[src/rtl/i2c_pkg.sv]
// Shared types and constants for the I2C target and any future bus monitor.
package i2c_pkg;

  typedef enum logic [2:0] {
    ST_IDLE      = 3'd0,
    ST_ADDR      = 3'd1,
    ST_ADDR_ACK  = 3'd2,
    ST_WR_DATA   = 3'd3,
    ST_WR_ACK    = 3'd4,
    ST_RD_DATA   = 3'd5,
    ST_RD_ACK    = 3'd6,
    ST_WAIT_STOP = 3'd7
  } i2c_tgt_state_e;

  localparam logic I2C_RW_READ = 1'b1;
  localparam logic I2C_ACK     = 1'b0;

endpackage

[src/rtl/i2c_target_if.sv]
// Bus-side and core-side signals of the I2C target, plus its FSM state for observation.
interface i2c_target_if;
  import i2c_pkg::*;

  // Pin levels in, open-drain enable out; tx_req/rx_valid are single-cycle
  // strobes with no ready: the core must present tx_data before the load edge
  // and must consume rx_data on the cycle rx_valid is high.
  logic           scl_in;
  logic           sda_in;
  logic           sda_oe;
  logic [7:0]     tx_data;
  logic           tx_req;
  logic [7:0]     rx_data;
  logic           rx_valid;
  logic           addr_match;
  logic           busy;
  i2c_tgt_state_e state;

  modport slave (
    input  scl_in, sda_in, tx_data,
    output sda_oe, tx_req, rx_data, rx_valid, addr_match, busy, state
  );

  modport master (
    output scl_in, sda_in, tx_data,
    input  sda_oe, tx_req, rx_data, rx_valid, addr_match, busy, state
  );

endinterface

[src/rtl/i2c_bus_sync.sv]
// SCL/SDA synchronisers with edge, START and STOP detection on the synchronised levels.
module i2c_bus_sync #(
  parameter int SYNC_STAGES = 2
) (
  input  logic clk,
  input  logic reset,
  input  logic scl_i,
  input  logic sda_i,
  output logic scl_o,
  output logic sda_o,
  output logic scl_rise_o,
  output logic scl_fall_o,
  output logic start_o,
  output logic stop_o
);

  logic [SYNC_STAGES-1:0] scl_sync_q;
  logic [SYNC_STAGES-1:0] sda_sync_q;
  logic                   scl_prev_q;
  logic                   sda_prev_q;

  // Reset to the idle-bus level so leaving reset never looks like an edge.
  always_ff @(posedge clk) begin
    if (reset) begin
      scl_sync_q <= '1;
      sda_sync_q <= '1;
      scl_prev_q <= 1'b1;
      sda_prev_q <= 1'b1;
    end else begin
      scl_sync_q <= {scl_sync_q[SYNC_STAGES-2:0], scl_i};
      sda_sync_q <= {sda_sync_q[SYNC_STAGES-2:0], sda_i};
      scl_prev_q <= scl_sync_q[SYNC_STAGES-1];
      sda_prev_q <= sda_sync_q[SYNC_STAGES-1];
    end
  end

  assign scl_o      = scl_sync_q[SYNC_STAGES-1];
  assign sda_o      = sda_sync_q[SYNC_STAGES-1];
  assign scl_rise_o = scl_o & ~scl_prev_q;
  assign scl_fall_o = ~scl_o & scl_prev_q;
  assign start_o    = scl_o & scl_prev_q & sda_prev_q & ~sda_o;
  assign stop_o     = scl_o & scl_prev_q & ~sda_prev_q & sda_o;

endmodule

[src/rtl/i2c_target.sv]
// I2C target: address match, ACK generation, write-byte delivery and read-byte shifting.
module i2c_target
  import i2c_pkg::*;
#(
  parameter logic [6:0] TARGET_ADDR = 7'h55,
  parameter int         SYNC_STAGES = 2
) (
  input  logic         clk,
  input  logic         reset,
  i2c_target_if.slave  bus
);

  logic scl_s, sda_s, scl_rise, scl_fall, start_det, stop_det;
  logic bit_rise, bit_fall;

  i2c_bus_sync #(.SYNC_STAGES(SYNC_STAGES)) u_sync (
    .clk        (clk),
    .reset      (reset),
    .scl_i      (bus.scl_in),
    .sda_i      (bus.sda_in),
    .scl_o      (scl_s),
    .sda_o      (sda_s),
    .scl_rise_o (scl_rise),
    .scl_fall_o (scl_fall),
    .start_o    (start_det),
    .stop_o     (stop_det)
  );

  assign bit_rise = scl_rise & scl_s;
  assign bit_fall = scl_fall & ~scl_s;

  i2c_tgt_state_e state_q;
  logic [2:0]     bit_cnt_q;
  logic [7:0]     shreg_q;
  logic           rw_q;
  logic           sda_oe_q;
  logic           tx_req_q;
  logic [7:0]     rx_data_q;
  logic           rx_valid_q;
  logic           addr_match_q;
  logic           busy_q;

  always_ff @(posedge clk) begin
    if (reset) begin
      state_q      <= ST_IDLE;
      bit_cnt_q    <= 3'd0;
      shreg_q      <= 8'h00;
      rw_q         <= 1'b0;
      sda_oe_q     <= 1'b0;
      tx_req_q     <= 1'b0;
      rx_data_q    <= 8'h00;
      rx_valid_q   <= 1'b0;
      addr_match_q <= 1'b0;
      busy_q       <= 1'b0;
    end else begin
      tx_req_q   <= 1'b0;
      rx_valid_q <= 1'b0;
      if (start_det) begin
        state_q      <= ST_ADDR;
        bit_cnt_q    <= 3'd0;
        sda_oe_q     <= 1'b0;
        busy_q       <= 1'b1;
        addr_match_q <= 1'b0;
      end else if (stop_det) begin
        state_q      <= ST_IDLE;
        sda_oe_q     <= 1'b0;
        busy_q       <= 1'b0;
        addr_match_q <= 1'b0;
      end else begin
        case (state_q)
          ST_ADDR: begin
            if (bit_rise) begin
              shreg_q   <= {shreg_q[6:0], sda_s};
              bit_cnt_q <= bit_cnt_q + 3'd1;
              if (bit_cnt_q == 3'd7) begin
                if (shreg_q[6:0] == TARGET_ADDR) begin
                  rw_q    <= sda_s;
                  state_q <= ST_ADDR_ACK;
                end else begin
                  state_q <= ST_WAIT_STOP;
                end
              end
            end
          end
          // First fall opens the ACK slot, the second closes it.
          ST_ADDR_ACK: begin
            if (bit_rise) begin
              addr_match_q <= 1'b1;
              if (rw_q == I2C_RW_READ) tx_req_q <= 1'b1;
            end else if (bit_fall) begin
              if (!sda_oe_q) begin
                sda_oe_q <= 1'b1;
              end else if (rw_q == I2C_RW_READ) begin
                shreg_q   <= bus.tx_data;
                sda_oe_q  <= ~bus.tx_data[7];
                bit_cnt_q <= 3'd0;
                state_q   <= ST_RD_DATA;
              end else begin
                sda_oe_q <= 1'b0;
                state_q  <= ST_WR_DATA;
              end
            end
          end
          ST_WR_DATA: begin
            if (bit_rise) begin
              shreg_q   <= {shreg_q[6:0], sda_s};
              bit_cnt_q <= bit_cnt_q + 3'd1;
              if (bit_cnt_q == 3'd7) begin
                rx_data_q  <= {shreg_q[6:0], sda_s};
                rx_valid_q <= 1'b1;
                state_q    <= ST_WR_ACK;
              end
            end
          end
          ST_WR_ACK: begin
            if (bit_fall) begin
              if (!sda_oe_q) begin
                sda_oe_q <= 1'b1;
              end else begin
                sda_oe_q <= 1'b0;
                state_q  <= ST_WR_DATA;
              end
            end
          end
          // bit_cnt counts rises; it wraps to 0 after the 8th bit has been clocked.
          ST_RD_DATA: begin
            if (bit_rise) begin
              bit_cnt_q <= bit_cnt_q + 3'd1;
            end else if (bit_fall) begin
              if (bit_cnt_q == 3'd0) begin
                sda_oe_q <= 1'b0;
                state_q  <= ST_RD_ACK;
              end else begin
                sda_oe_q <= ~shreg_q[6];
                shreg_q  <= {shreg_q[6:0], 1'b0};
              end
            end
          end
          ST_RD_ACK: begin
            if (bit_rise) begin
              if (sda_s == I2C_ACK) tx_req_q <= 1'b1;
              else                  state_q  <= ST_WAIT_STOP;
            end else if (bit_fall) begin
              shreg_q   <= bus.tx_data;
              sda_oe_q  <= ~bus.tx_data[7];
              bit_cnt_q <= 3'd0;
              state_q   <= ST_RD_DATA;
            end
          end
          default: ;
        endcase
      end
    end
  end

  assign bus.sda_oe     = sda_oe_q;
  assign bus.tx_req     = tx_req_q;
  assign bus.rx_data    = rx_data_q;
  assign bus.rx_valid   = rx_valid_q;
  assign bus.addr_match = addr_match_q;
  assign bus.busy       = busy_q;
  assign bus.state      = state_q;

endmodule
[src/flat_wrapper.sv]
// flat-port wrapper written by rule: the top's interface ports become plain ports
module i2c_target_flat import i2c_pkg::*;
#(
  parameter logic [6:0] TARGET_ADDR = 7'h55,
  parameter int         SYNC_STAGES = 2
)
  (clk, reset, bus_scl_in, bus_sda_in, bus_tx_data, bus_sda_oe, bus_tx_req, bus_rx_data, bus_rx_valid, bus_addr_match, bus_busy, bus_state);
  i2c_target_if bus_i ();
  input  logic clk;
  input  logic reset;
  input wire logic [$bits(bus_i.scl_in)-1:0] bus_scl_in;
  input wire logic [$bits(bus_i.sda_in)-1:0] bus_sda_in;
  input wire logic [$bits(bus_i.tx_data)-1:0] bus_tx_data;
  output wire logic [$bits(bus_i.sda_oe)-1:0] bus_sda_oe;
  output wire logic [$bits(bus_i.tx_req)-1:0] bus_tx_req;
  output wire logic [$bits(bus_i.rx_data)-1:0] bus_rx_data;
  output wire logic [$bits(bus_i.rx_valid)-1:0] bus_rx_valid;
  output wire logic [$bits(bus_i.addr_match)-1:0] bus_addr_match;
  output wire logic [$bits(bus_i.busy)-1:0] bus_busy;
  output wire logic [$bits(bus_i.state)-1:0] bus_state;
  assign bus_i.scl_in = bus_scl_in;
  assign bus_i.sda_in = bus_sda_in;
  assign bus_i.tx_data = bus_tx_data;
  assign bus_sda_oe = bus_i.sda_oe;
  assign bus_tx_req = bus_i.tx_req;
  assign bus_rx_data = bus_i.rx_data;
  assign bus_rx_valid = bus_i.rx_valid;
  assign bus_addr_match = bus_i.addr_match;
  assign bus_busy = bus_i.busy;
  assign bus_state = bus_i.state;
  i2c_target #(.TARGET_ADDR(TARGET_ADDR), .SYNC_STAGES(SYNC_STAGES)) u_core (.clk(clk), .reset(reset), .bus(bus_i));
endmodule
[config.mk]
export PLATFORM = sky130hd
export DESIGN_NAME = i2c_target_flat
export DESIGN_NICKNAME = d
export VERILOG_FILES = /design/src/rtl/i2c_pkg.sv /design/src/rtl/i2c_target_if.sv /design/src/rtl/i2c_bus_sync.sv /design/src/rtl/i2c_target.sv /design/src/flat_wrapper.sv
export SDC_FILE = /design/constraint.sdc
export NUM_CORES = 1
export LEC_CHECK = 0
export CORE_MARGIN = 4
export CORE_UTILIZATION = 52
export CTS_CLUSTER_DIAMETER = 200
export DETAILED_ROUTE_END_ITERATION = 8
export PLACE_DENSITY = 0.75
export RECOVER_POWER = 100
export SKIP_CTS_REPAIR_TIMING = 1
export SLEW_MARGIN = 20
export SYNTH_ARGS = -nofsm -noshare
export SYNTH_HDL_FRONTEND = slang
export SYNTH_SLANG_ARGS = --single-unit
[constraint.sdc]
create_clock -name clk -period 2.18 [get_ports clk]
set_input_delay 0.654 -clock clk [delete_from_list [all_inputs] [get_ports clk]]
set_output_delay 0.654 -clock clk [all_outputs]
set_load 0.02 [all_outputs]
==> flow_summary.html <==
<table>
<tr><th>Metric</th><th>Value</th></tr>
<tr><th colspan="2">Status</th></tr>
<tr><td>Result of the run</td><td>completed</td></tr>
<tr><th colspan="2">Synthesis</th></tr>
<tr><td>Nets in the synthesized netlist</td><td>212</td></tr>
<tr><td>Share of async-settable or async-resettable flops after synthesis</td><td>0</td></tr>
<tr><td>Yosys Warn Count</td><td>0</td></tr>
<tr><td>Post-synthesis mux area share</td><td>0.101</td></tr>
<tr><td>Synthesized area divided by synthesized cell count</td><td>8.72 um2</td></tr>
<tr><td>Number of storage elements in the synthesis netlist</td><td>33</td></tr>
<tr><td>Synth top area share</td><td>0.385</td></tr>
<tr><td>Number of distinct library cell variants in the gate-level netlist after synthesis</td><td>53</td></tr>
<tr><td>Complex-gate fraction of the synthesized area</td><td>0.184</td></tr>
<tr><td>Number of synthesized flops with an enable pin</td><td>0</td></tr>
<tr><td>Synth Area in Simple Gates</td><td>0.262</td></tr>
<tr><td>Adder-Cell Fraction of Synth Area</td><td>0.0218</td></tr>
<tr><td>Synth Flop Type</td><td>sky130_fd_sc_hd__dfxtp_1</td></tr>
<tr><td>Library cell with the largest summed area after synthesis</td><td>sky130_fd_sc_hd__dfxtp_1</td></tr>
<tr><td>Top cells by area in the synthesized netlist</td><td>sky130_fd_sc_hd__dfxtp_1 38%, sky130_fd_sc_hd__mux2i_1 8.7%, sky130_fd_sc_hd__nor2_1 5.5%</td></tr>
<tr><td>Post-synth design cell area</td><td>1720 um2</td></tr>
<tr><td>Largest family of logic cells by synthesized area</td><td>simple AND/OR/NAND/NOR gates</td></tr>
<tr><td>Portion of the post-synthesis area used by sequential elements</td><td>0.385</td></tr>
<tr><td>Post-synthesis share of cell area spent on xor and xnor gates</td><td>0.00510</td></tr>
<tr><td>Post-synthesis cell count</td><td>197</td></tr>
<tr><th colspan="2">Pwr</th></tr>
<tr><td>Switching Fraction</td><td>0.231</td></tr>
<tr><td>Static Leak</td><td>0.891 nW</td></tr>
<tr><td>Gate power share</td><td>0.096</td></tr>
<tr><td>Proportion of power drawn by flip-flops and latches</td><td>0.465</td></tr>
<tr><td>Int Pwr</td><td>1.04 mW</td></tr>
<tr><td>Net load switching power</td><td>between 300 and 400 uW</td></tr>
<tr><td>Clock power share</td><td>0.439</td></tr>
<tr><td>P per Cell Area</td><td>628 nW/um2</td></tr>
<tr><td>Peak supply drop</td><td>0.519 mV</td></tr>
<tr><th colspan="2">Critical path</th></tr>
<tr><td>Number of buffers and inverters on the critical path</td><td>1</td></tr>
<tr><td>End of the critical path</td><td>bus_state[2]</td></tr>
<tr><td>Number of cells traversed by the worst register-to-register path</td><td>5</td></tr>
<tr><td>Capturing element type of the critical path</td><td>output pin</td></tr>
<tr><td>Slack of the worst reg-to-reg path</td><td>0.17 ns</td></tr>
<tr><td>Required time at the worst-slack endpoint</td><td>1.53 ns</td></tr>
<tr><td>List of cells traversed by the critical path</td><td>clkdlybuf4s50_1</td></tr>
<tr><td>Terminus of the critical flop-to-flop path</td><td>u_core.shreg_q[2]</td></tr>
<tr><td>Startpoint Class</td><td>register</td></tr>
<tr><td>Worst Setup Path Type</td><td>reg2out</td></tr>
<tr><td>Worst reg2reg startpoint</td><td>u_core.u_sync.scl_sync_q[1]</td></tr>
<tr><td>Top Family by Delay on Critical Path</td><td>buffers and inverters</td></tr>
<tr><td>Highest cell delay on the worst timing path</td><td>0.65 ns</td></tr>
<tr><td>Worst setup path startpoint</td><td>u_core.bus.state[2]</td></tr>
<tr><td>Worst Path Max Fanout</td><td>12</td></tr>
<tr><td>Arrival @ worst endpoint</td><td>1.47 ns</td></tr>
<tr><td>Slowest cell on the critical path</td><td>sky130_fd_sc_hd__clkdlybuf4s50_1</td></tr>
<tr><td>Number of gates on the worst path with buffers counted</td><td>1</td></tr>
<tr><th colspan="2">Route</th></tr>
<tr><td>Initial DRT Pass Iterations</td><td>4</td></tr>
<tr><td>Drt drc</td><td>0</td></tr>
<tr><td>Routed wire length</td><td>4.10 mm</td></tr>
<tr><td>Number of routed nets with antenna violations</td><td>0</td></tr>
<tr><td>Total via count in the routed design</td><td>1555</td></tr>
<tr><td>DR WL/cell</td><td>15.0 um</td></tr>
<tr><td>Via-per-instance ratio</td><td>approximately 5.7</td></tr>
<tr><td>Count of routing violations after the opening detailed-route iteration</td><td>roughly 170</td></tr>
<tr><th colspan="2">Clock network</th></tr>
<tr><td>Clock edge transition at the registers on the reported setup and hold paths</td><td>0.12 ns</td></tr>
<tr><td>CTS Buffer Depth</td><td>2</td></tr>
<tr><td>CTS tree</td><td>yes</td></tr>
<tr><td>Depth of the CTS H-tree</td><td>2</td></tr>
<tr><td>Cell at the root of the clock tree</td><td>sky130_fd_sc_hd__clkbuf_4</td></tr>
<tr><td>Clock buffers created by TritonCTS</td><td>5</td></tr>
<tr><td>Worst skew pair latency</td><td>around 0.35 ns</td></tr>
<tr><td>TritonCTS sink count</td><td>33</td></tr>
<tr><th colspan="2">Layout</th></tr>
<tr><td>Final #Nets</td><td>244</td></tr>
<tr><td>Util after Layout</td><td>0.696</td></tr>
<tr><td>Share of layout cells above drive strength 1</td><td>0.126</td></tr>
<tr><td>Diodes inserted</td><td>0</td></tr>
<tr><td>Synth-to-Final Area Change</td><td>25.6%</td></tr>
<tr><th colspan="2">STA</th></tr>
<tr><td>Final hold slack</td><td>0.432 ns</td></tr>
<tr><td>Final-report setup violation count</td><td>0</td></tr>
<tr><td>Final count of hold timing violations</td><td>0</td></tr>
<tr><td>Clock skew after layout</td><td>roughly 0.016 ns</td></tr>
<tr><td>Setup repair after global routing missed its margin</td><td>false</td></tr>
<tr><td>Setup total negative slack</td><td>0 ns</td></tr>
<tr><td>Final clock period utilization by the worst path</td><td>0.974</td></tr>
<tr><td>Max transition margin</td><td>0.558</td></tr>
<tr><td>Final Max Slew Viols</td><td>0</td></tr>
<tr><td>Fmax achieved</td><td>around 470 MHz</td></tr>
<tr><td>Final critical delay including setup and external delays</td><td>2.12 ns</td></tr>
<tr><td>Actual transition at the worst max-transition pin</td><td>0.655 ns</td></tr>
<tr><th colspan="2">Floorplan</th></tr>
<tr><td>Total Die Area</td><td>4290 um2</td></tr>
<tr><td>Std-Cell Core Area</td><td>3100 um2</td></tr>
<tr><td>Number of primary I/O pins</td><td>28</td></tr>
<tr><td>Die Height</td><td>about 65 um</td></tr>
<tr><td>Std cell rows</td><td>20</td></tr>
<tr><td>Effective utilization at floorplan</td><td>0.554</td></tr>
<tr><td>Die outline width</td><td>65.5 um</td></tr>
<tr><th colspan="2">Place</th></tr>
<tr><td>Placer Congestion</td><td>0.958</td></tr>
<tr><td>DP Wirelength</td><td>roughly 3.0 mm</td></tr>
<tr><td>Count of buffers inserted at the top-level ports</td><td>27</td></tr>
<tr><th colspan="2">Run</th></tr>
<tr><td>Max-cap viol count</td><td>0</td></tr>
<tr><th colspan="2">Global route</th></tr>
<tr><td>First-pass GRT wire length</td><td>approximately 7.3 mm</td></tr>
<tr><td>Total gr overflow</td><td>0</td></tr>
<tr><td>Total routing usage reported by global routing</td><td>0.223</td></tr>
<tr><td>Number of global-route vias before repair</td><td>1533</td></tr>
<tr><td>Maximum number of pins on one net before global-route repair</td><td>35</td></tr>
<tr><td>Initial antenna violation count</td><td>0</td></tr>
<tr><th colspan="2">Min path</th></tr>
<tr><td>Worst Hold Class</td><td>reg2reg</td></tr>
</table>
[power groups by stage]
| stage | registers (mW) | clock network (mW) | logic [mW] |
|---|---|---|---|
| after floorplan | 0.641 | 0 | 0.0824 |
| after global placement | 0.643 | 0 | 0.130 |
| after detailed placement | 0.644 | 0 | 0.133 |
| after global routing | 0.633 | 0.636 | 0.143 |
| after CTS | 0.630 | 0.602 | 0.133 |
| final | 0.630 | 0.595 | 0.130 |
[layer usage]
metal / global-route usage / routed length, um / vias up
met5: 0 / 0 / -
met3: 0.0615 / 202 / 10
met4: 0.0933 / 98 / 0
met2: 0.358 / 1930 / 43
met1: 0.280 / 1870 / 726
li1: - / - / 776
[cell type report]
class	instances	area, um2
multi-input cells	146	965
fillers	267	945
flip-flops and latches	33	663
repair buffers	35	339
clock inverters	3	68.8
well taps	44	55.1
clock buffers	5	37.5
inverters	8	30.0
[state kept, by name (all words and copies together) (netlist names)]
signal and count:
u_core.bit_cnt_q 3, u_core.bus.addr_match 1, u_core.bus.busy 1, u_core.bus.rx_data 8, u_core.bus.rx_valid 1, u_core.bus.sda_oe 1, u_core.bus.state 3, u_core.bus.tx_req 1
u_core.rw_q 1, u_core.shreg_q 7, u_core.u_sync.scl_prev_q 1, u_core.u_sync.scl_sync_q 2, u_core.u_sync.sda_prev_q 1, u_core.u_sync.sda_sync_q 2
[through the flow]
step                setup slack [ns]  power (mW)  instances  instance area, um2
floorplan                      0.285       0.723        197                1720
global placement               0.237       0.773        266                2070
detailed placement             0.206       0.777        266                2070
CTS                          -0.0922        1.37        274                2180
global route                 0.00612        1.41        274                2160
finish                        0.0564        1.35        274                2160
[cell usage in the layout, fill, tap and decap left out, types with 2 or more instances in the layout]
master | Yosys | final
sky130_fd_sc_hd__nand2_1 | 5 | 5
sky130_fd_sc_hd__mux2_2 | 2 | 2
sky130_fd_sc_hd__a21o_1 | 1 | 2
sky130_fd_sc_hd__nor2b_1 | 5 | 5
sky130_fd_sc_hd__o31ai_1 | 2 | 2
sky130_fd_sc_hd__clkdlybuf4s50_1 | 0 | 13
sky130_fd_sc_hd__and2_1 | 2 | 2
sky130_fd_sc_hd__nor3_1 | 6 | 6
sky130_fd_sc_hd__clkbuf_4 | 0 | 5
sky130_fd_sc_hd__or2_2 | 6 | 6
sky130_fd_sc_hd__o21ai_1 | 5 | 5
sky130_fd_sc_hd__dfxtp_1 | 33 | 31
sky130_fd_sc_hd__dfxtp_2 | 0 | 2
sky130_fd_sc_hd__a21oi_1 | 9 | 9
sky130_fd_sc_hd__o21ai_0 | 12 | 12
sky130_fd_sc_hd__buf_4 | 1 | 6
sky130_fd_sc_hd__dlygate4sd3_1 | 0 | 14
sky130_fd_sc_hd__o41ai_1 | 2 | 2
sky130_fd_sc_hd__nand3_1 | 3 | 3
sky130_fd_sc_hd__nor2_1 | 25 | 25
sky130_fd_sc_hd__or4_1 | 5 | 5
sky130_fd_sc_hd__mux2i_1 | 15 | 15
sky130_fd_sc_hd__a211oi_1 | 4 | 4
sky130_fd_sc_hd__ha_1 | 3 | 3
sky130_fd_sc_hd__nand2b_1 | 6 | 7
sky130_fd_sc_hd__bufinv_16 | 0 | 2
sky130_fd_sc_hd__inv_1 | 7 | 7
[logic make-up (layout without fill, tap and decap cells)]
logic type / count (synthesis) / in the layout
AO/OA/AOI/OAI: 48 / 48
XOR/XNOR: 1 / 1
adder cells (fa/ha/maj): 3 / 3
buffers and inverters: 18 / 51
flip-flops: 33 / 33
multiplexers: 17 / 17
AND/OR/NAND/NOR: 77 / 77
[how the worst min path moves through the flow]
stage | start | end | slack [ns] | depth (start not counted)
3_3_place_gp | u_core.u_sync.sda_sync_q[0] | u_core.u_sync.sda_sync_q[1] | 0.39 | 1
3_5_place_dp | u_core.u_sync.scl_sync_q[0] | u_core.u_sync.scl_sync_q[1] | 0.41 | 1
4_1_cts | u_core.u_sync.scl_sync_q[0] | u_core.u_sync.scl_sync_q[1] | 0.44 | 1
6_report | u_core.u_sync.scl_sync_q[0] | u_core.u_sync.scl_sync_q[1] | 0.43 | 1
2_1_floorplan | u_core.u_sync.scl_sync_q[0] | u_core.u_sync.scl_sync_q[1] | 0.39 | 1
5_1_grt | u_core.u_sync.sda_sync_q[0] | u_core.u_sync.sda_sync_q[1] | 0.46 | 1
[cell usage after synthesis (all sizes together) (2+ instances only)]
cell type and count:
inv 7, a21oi 9, nor2b 5, or4 5, dfxtp 33, mux2i 15
nor2 25, nand3 3, nand2b 8, o31ai 2, ha 3, mux2 2
buf 3, a21o 2, nand2 5, clkbuf 7, o21ai 17, nor3 6
and2 2, o41ai 2, a211oi 4, or2 7
No activity file was read; power rests on OpenSTA's default activity.
